`config.mk`:
```
export PLATFORM = sky130hd
export DESIGN_NAME = chunked_addsub
export DESIGN_NICKNAME = d
export VERILOG_FILES = /design/src/rtl/chunked_addsub.sv
export SDC_FILE = /design/constraint.sdc
export NUM_CORES = 1
export LEC_CHECK = 0
export ABC_CLOCK_PERIOD_IN_PS = 8500
export CAP_MARGIN = 20
export CORE_UTILIZATION = 50
export DETAILED_ROUTE_END_ITERATION = 6
export PLACE_DENSITY = 0.72
export SKIP_CTS_REPAIR_TIMING = 1
export SYNTH_ARGS = -nofsm -noshare
export SYNTH_HDL_FRONTEND = slang
export SYNTH_SLANG_ARGS = --single-unit
export TNS_END_PERCENT = 100
```
`constraint.sdc`:
```
create_clock -name clk -period 8.5 [get_ports clk]
set_clock_uncertainty 0.15 [all_clocks]
set_input_delay 2.55 -clock clk [delete_from_list [all_inputs] [get_ports clk]]
set_output_delay 2.55 -clock clk [all_outputs]
set_load 0.005 [all_outputs]
```
`src/rtl/chunked_addsub.sv`:
```
// Pipelined WIDTH-bit add/subtract: one CHUNK-bit slice per stage, carry rippled stage to stage.
// Define SATURATE_EN to clamp overflowing results to the signed limit (flags still report the raw result).
module chunked_addsub #(
  parameter int WIDTH = 48,
  parameter int CHUNK = 16
) (
  input  logic             clk,
  input  logic             rst_n,
  input  logic             adder_en,
  input  logic             sub,
  input  logic [WIDTH-1:0] operand1,
  input  logic [WIDTH-1:0] operand2,
  output logic [WIDTH-1:0] sum,
  output logic             c_out,
  output logic             ovf,
  output logic             sum_vail
);
  localparam int NCHUNK = WIDTH / CHUNK;

  logic [WIDTH-1:0] a0_reg;
  logic [WIDTH-1:0] b0_reg;
  logic             sub0_reg;
  logic             vld0_reg;

  // Subtraction is a + ~b + 1; the +1 enters as the slice-0 carry-in.
  always_ff @(posedge clk or negedge rst_n) begin
    if (!rst_n) begin
      a0_reg   <= '0;
      b0_reg   <= '0;
      sub0_reg <= 1'b0;
      vld0_reg <= 1'b0;
    end else begin
      vld0_reg <= adder_en;
      if (adder_en) begin
        a0_reg   <= operand1;
        b0_reg   <= sub ? ~operand2 : operand2;
        sub0_reg <= sub;
      end
    end
  end

  genvar gi;
  generate
    for (gi = 1; gi <= NCHUNK; gi++) begin : g_stage
      localparam int SRC_W = (NCHUNK - gi + 1) * CHUNK;

      logic [SRC_W-1:0]    a_src;
      logic [SRC_W-1:0]    b_src;
      logic                cin;
      logic                sub_src;
      logic                vld_src;
      logic                a_msb_src;
      logic                b_msb_src;
      logic [CHUNK:0]      slice_sum;
      logic [gi*CHUNK-1:0] res_q;
      logic                cy_q;
      logic                sub_q;
      logic                vld_q;
      logic                a_msb_q;
      logic                b_msb_q;

      if (gi == 1) begin : g_src
        assign a_src     = a0_reg;
        assign b_src     = b0_reg;
        assign cin       = sub0_reg;
        assign sub_src   = sub0_reg;
        assign vld_src   = vld0_reg;
        assign a_msb_src = a0_reg[WIDTH-1];
        assign b_msb_src = b0_reg[WIDTH-1];
      end else begin : g_src
        assign a_src     = g_stage[gi-1].g_hi.a_hi_q;
        assign b_src     = g_stage[gi-1].g_hi.b_hi_q;
        assign cin       = g_stage[gi-1].cy_q;
        assign sub_src   = g_stage[gi-1].sub_q;
        assign vld_src   = g_stage[gi-1].vld_q;
        assign a_msb_src = g_stage[gi-1].a_msb_q;
        assign b_msb_src = g_stage[gi-1].b_msb_q;
      end

      // The operand slice being consumed always sits at the bottom of a_src/b_src.
      assign slice_sum = {1'b0, a_src[CHUNK-1:0]} + {1'b0, b_src[CHUNK-1:0]}
                       + {{CHUNK{1'b0}}, cin};

      always_ff @(posedge clk or negedge rst_n) begin
        if (!rst_n) begin
          cy_q    <= 1'b0;
          sub_q   <= 1'b0;
          vld_q   <= 1'b0;
          a_msb_q <= 1'b0;
          b_msb_q <= 1'b0;
        end else begin
          vld_q <= vld_src;
          if (vld_src) begin
            cy_q    <= slice_sum[CHUNK];
            sub_q   <= sub_src;
            a_msb_q <= a_msb_src;
            b_msb_q <= b_msb_src;
          end
        end
      end

      if (gi == 1) begin : g_res
        always_ff @(posedge clk or negedge rst_n) begin
          if (!rst_n) begin
            res_q <= '0;
          end else if (vld_src) begin
            res_q <= slice_sum[CHUNK-1:0];
          end
        end
      end else begin : g_res
        always_ff @(posedge clk or negedge rst_n) begin
          if (!rst_n) begin
            res_q <= '0;
          end else if (vld_src) begin
            res_q <= {slice_sum[CHUNK-1:0], g_stage[gi-1].res_q};
          end
        end
      end

      if (gi < NCHUNK) begin : g_hi
        logic [SRC_W-CHUNK-1:0] a_hi_q;
        logic [SRC_W-CHUNK-1:0] b_hi_q;

        always_ff @(posedge clk or negedge rst_n) begin
          if (!rst_n) begin
            a_hi_q <= '0;
            b_hi_q <= '0;
          end else if (vld_src) begin
            a_hi_q <= a_src[SRC_W-1:CHUNK];
            b_hi_q <= b_src[SRC_W-1:CHUNK];
          end
        end
      end
    end
  endgenerate

  logic [WIDTH-1:0] res_fin;
  logic             a_msb_fin;
  logic             b_msb_fin;

  assign res_fin   = g_stage[NCHUNK].res_q;
  assign a_msb_fin = g_stage[NCHUNK].a_msb_q;
  assign b_msb_fin = g_stage[NCHUNK].b_msb_q;
  assign sum_vail  = g_stage[NCHUNK].vld_q;
  assign c_out     = g_stage[NCHUNK].cy_q ^ g_stage[NCHUNK].sub_q;
  assign ovf       = (a_msb_fin == b_msb_fin) && (res_fin[WIDTH-1] != a_msb_fin);

`ifdef SATURATE_EN
  assign sum = ovf ? {a_msb_fin, {(WIDTH-1){~a_msb_fin}}} : res_fin;
`else
  assign sum = res_fin;
`endif

endmodule

```
-- Word-level counts from Yosys, hierarchy flattened
Cells that the tools add are included.
- input port bits: 100
- register bits after elaboration: 305
- bitwise gates (word level): 2
- eq/ne operators: 2
- mux-type cells: 1
- add/sub/neg operators: 6
- reductions and logical operators: 1
- operators with widths (kind ; count):
    adder 16 x 16 -> 17 bit ; 3
    adder 17 x 1 -> 17 bit ; 3
    2-to-1 mux 48 bit ; 1
    inverter 48 bit ; 1
    equality test 1 bit ; 1
    logical AND 1 bit ; 1
    != test 1 bit ; 1
    bitwise XOR 1 bit ; 1

-- Depth between registers and ports, before layout
- word-level depth: 2
- gate-level depth with buffers: 8
- depth with buffers taken out: 8

-- Worst setup path before layout
Ideal clock, no wire load.
- path type: input port to flip-flop
- start point: in adder_en
- end point: reg b0_reg[45]
- cell stages on the path: 5
- arrival time: 3.610 ns
- path buffers: 3
- library setup time: 0.077 ns
- data required time: 8.273 ns
- path slack: 4.662 ns
- path through: clkbuf_1 clkbuf_1 clkbuf_1 nor2_1 a21oi_1
- RTL lines (element ; line ; source):
    start, declared ; 9 ; input logic adder_en,
    end signal, assigned ; 36 ; b0_reg <= sub ? ~operand2 : operand2;
    end, declared ; 21 ; logic [WIDTH-1:0] b0_reg;

-- Final worst setup path
- start point: reg g_stage[3].b_msb_q, in the netlist b_msb_fin
- end point: out ovf
- word-level cells in the longest chain between the ends: 2
- RTL lines (element ; line ; source):
    start, declared ; 60 ; logic b_msb_q;
    start signal, assigned ; 97 ; b_msb_q <= b_msb_src;
    equality test 1 bit ; 146 ; assign ovf = (a_msb_fin == b_msb_fin) && (res_fin[WIDTH-1] != a_msb_fin);
    logical AND 1 bit ; 146 ;
    end, declared ; 15 ; output logic ovf,
No other way between the ends.

==> metrics.csv <==
metric;value;unit
CTS tree;yes;
core area;26800;um2
Layout Nets;1354;
worst reg2reg endpoint;g_stage[1].cy_q$_DFFE_PN0P_;
drt drc;0;
Layout Utilization;60.8;%
Rel. slew slack;33.7;%
Critical Path Start Type;flop;
slowest stage delay, CP;0.52;ns
PortBufs;150;
Syn. warnings;0;
pin count of the biggest net entering global routing;150;
P_leak;0.00676;uW
Die H;167;um
RSZ-0062 raised after global routing;false;
Seq/Total Area, Yosys;55.3;%
Crit. End Element;primary output;
R2R Path Start;a0_reg[0]$_DFFE_PN0P_;
reg-to-reg slack, setup;5.55;ns
hold wc startpoint;g_stage[2].res_q[25]$_DFFE_PN0P_;
htree depth;1;
vias in the first global route;8524;
Main synth FF type;dfrtp_1;
WHS Path Cells;1;
clock transition at the registers of the reported paths;0.06;ns
first-pass GRT wire length;44300;um
Final Max Tran Viols;0;
initial antenna violation count;0;
final hold violation count;0;
area of the multi-input gates;5820;um2
Period minus WS final;4.37;ns
status;completed;
post-synthesis register bit count;301;
worst-path cell chain;nor2_1 -> nand2_1 -> o21ai_0 -> clkdlybuf4s50_1;
commonest non-fill, non-tap cell in the layout;dfrtp_1;
IO Pins;151;
die width;167;um
Reg2Reg Depth;8;
Max Cap Viol;0;
TritonCTS buffer count;31;
setup TNS;0;ns
pwr dens;280;nW/um2
post-DP HPWL;17400;um
Syn Inst Count;1066;
via count;8533;
Achievable Freq;229;MHz
HP Class;reg -> reg;
gr ovfl total;0;
Area Overhead vs Synth;19.7;%
CTS Sinks;301;
diode count;0;
drt via density;5.47;
gpl congestion;0.784;
share of cells above drive strength 1;24.3;%
Endpoint, Worst Hold;g_stage[2].res_q[25]$_DFFE_PN0P_;
hold_ws;0.339;ns
Antenna Nets Post-Route;0;
initial core utilization;50.8;%
total wire length;26600;um
fillers;2128;
asr flop ratio synth;100;%
crit path DAT;1.67;ns
Clk Latency, worst-skew pair;0.54;ns
worst-path maximum fanout;3;
Worst Path Required;5.80;ns
Crit Path Category;reg -> out;
Syn Nets;1217;
register area;7540;um2
Root Buffer;clkbuf_16;
fin crit share;51.4;%
TritonRoute pass-1 iters;6;
Peak VDD IR;0.000159;V
FP Rows;60;
Least-Margin Pin Slew;0.995;ns
Die Area;27900;um2
drt wl/cell;17.0;um
gr usage total;19.5;%
Clock Tree Buf Depth;3;
Critical-path top delay cell;clkdlybuf4s50_1;
Syn Area/Cell;12.8;um2
Mapped Area;13600;um2
number of enable flip-flop cells after synthesis;0;
Distinct cells, synth;61;
commonest non-fill, non-tap cells in the layout;dfrtp_1, mux2_2, clkdlybuf4s50_1;
Final Setup Violations;0;
DRT iter0 DRCs;522;
## cell usage after synthesis (all sizes together), types with 3 or more instances
library cell	n	area [um2]
a211oi	4	30.0
a21boi	3	22.5
a21o	17	129
a21oi	90	454
a31oi	7	50.1
and3	7	43.8
buf	18	81.3
clkbuf	34	138
dfrtp	301	7530
fa	6	120
ha	45	563
inv	10	37.5
mux2	228	2570
nand2	23	86.3
nand2b	3	18.8
nand3	15	75.1
nand4	6	37.5
nor2	85	319
o211ai	12	90.1
o21a	3	22.5
o21ai	26	134
o21bai	5	37.5
or3	4	25.0
xnor2	67	587
xor2	12	105
## layer usage
layer	part of all wire (%)	global-route usage (%)
met4	1.1	3.70
met1	49	28.8
met2	47	30.9
met3	3.9	2.92
met5	0	0
## worst max-delay path: cells and delay by family, from the launching register on
| kind | cells | cell delay, ns |
|---|---|---|
| and+or+nand+nor | 2 | 0.16 |
| buffers and inverters | 1 | 0.52 |
| AOI/OAI and AO/OA | 1 | 0.06 |
| DFF | 1 | 0.39 |
## worst max path at each step
| stage | endpoint | slack [ns] | startpoint | cells past startpoint |
|---|---|---|---|---|
| after floorplan | b0_reg[45]$_DFFE_PN0P_ | 4.66 | adder_en | 5 |
| after global placement | a0_reg[0]$_DFFE_PN0P_ | 3.86 | adder_en | 3 |
| after detailed placement | a0_reg[0]$_DFFE_PN0P_ | 3.83 | adder_en | 3 |
| after CTS | ovf | 4.09 | b_msb_fin$_DFFE_PN0P_ | 4 |
| after global routing | ovf | 3.98 | b_msb_fin$_DFFE_PN0P_ | 4 |
| final | ovf | 4.13 | b_msb_fin$_DFFE_PN0P_ | 4 |
## cells by family after synthesis
| logic type | share of synthesized area (%) |
|---|---|
| buffers and inverters | 1.91 |
| AO/OA/AOI/OAI | 8.55 |
| multiplexers | 19.0 |
| adder cells (fa/ha/maj) | 5.02 |
| AND/OR/NAND/NOR | 5.12 |
| flip-flops | 55.3 |
| XOR/XNOR | 5.08 |
## per-stage QoR
step / instances / instance area [um2] / total power, uW / worst slack, ns
6_report: 1561 / 16300 / 4560 / 4.13
5_1_grt: 1561 / 16300 / 4840 / 3.98
4_1_cts: 1561 / 16300 / 4610 / 4.09
3_5_place_dp: 1511 / 15400 / 3360 / 3.83
3_3_place_gp: 1511 / 15400 / 3310 / 3.86
2_1_floorplan: 1066 / 13600 / 2810 / 4.66
## power by group
part           internal (uW)  leakage [uW]  switching [uW]
Sequential              1790       0.00346             226
Clock                    712      0.000454             522
Combinational            762       0.00285             546
## cell type report
type	instances	area share [%]
Tap cell	341	2.62
Timing Repair Buffer	156	9.55
Sequential cell	301	46.3
Clock inverter	5	0.154
Clock buffer	45	5.45
Inverter	11	0.253
Multi-Input combinational cell	702	35.7
No activity file was read; power rests on OpenSTA's default activity.
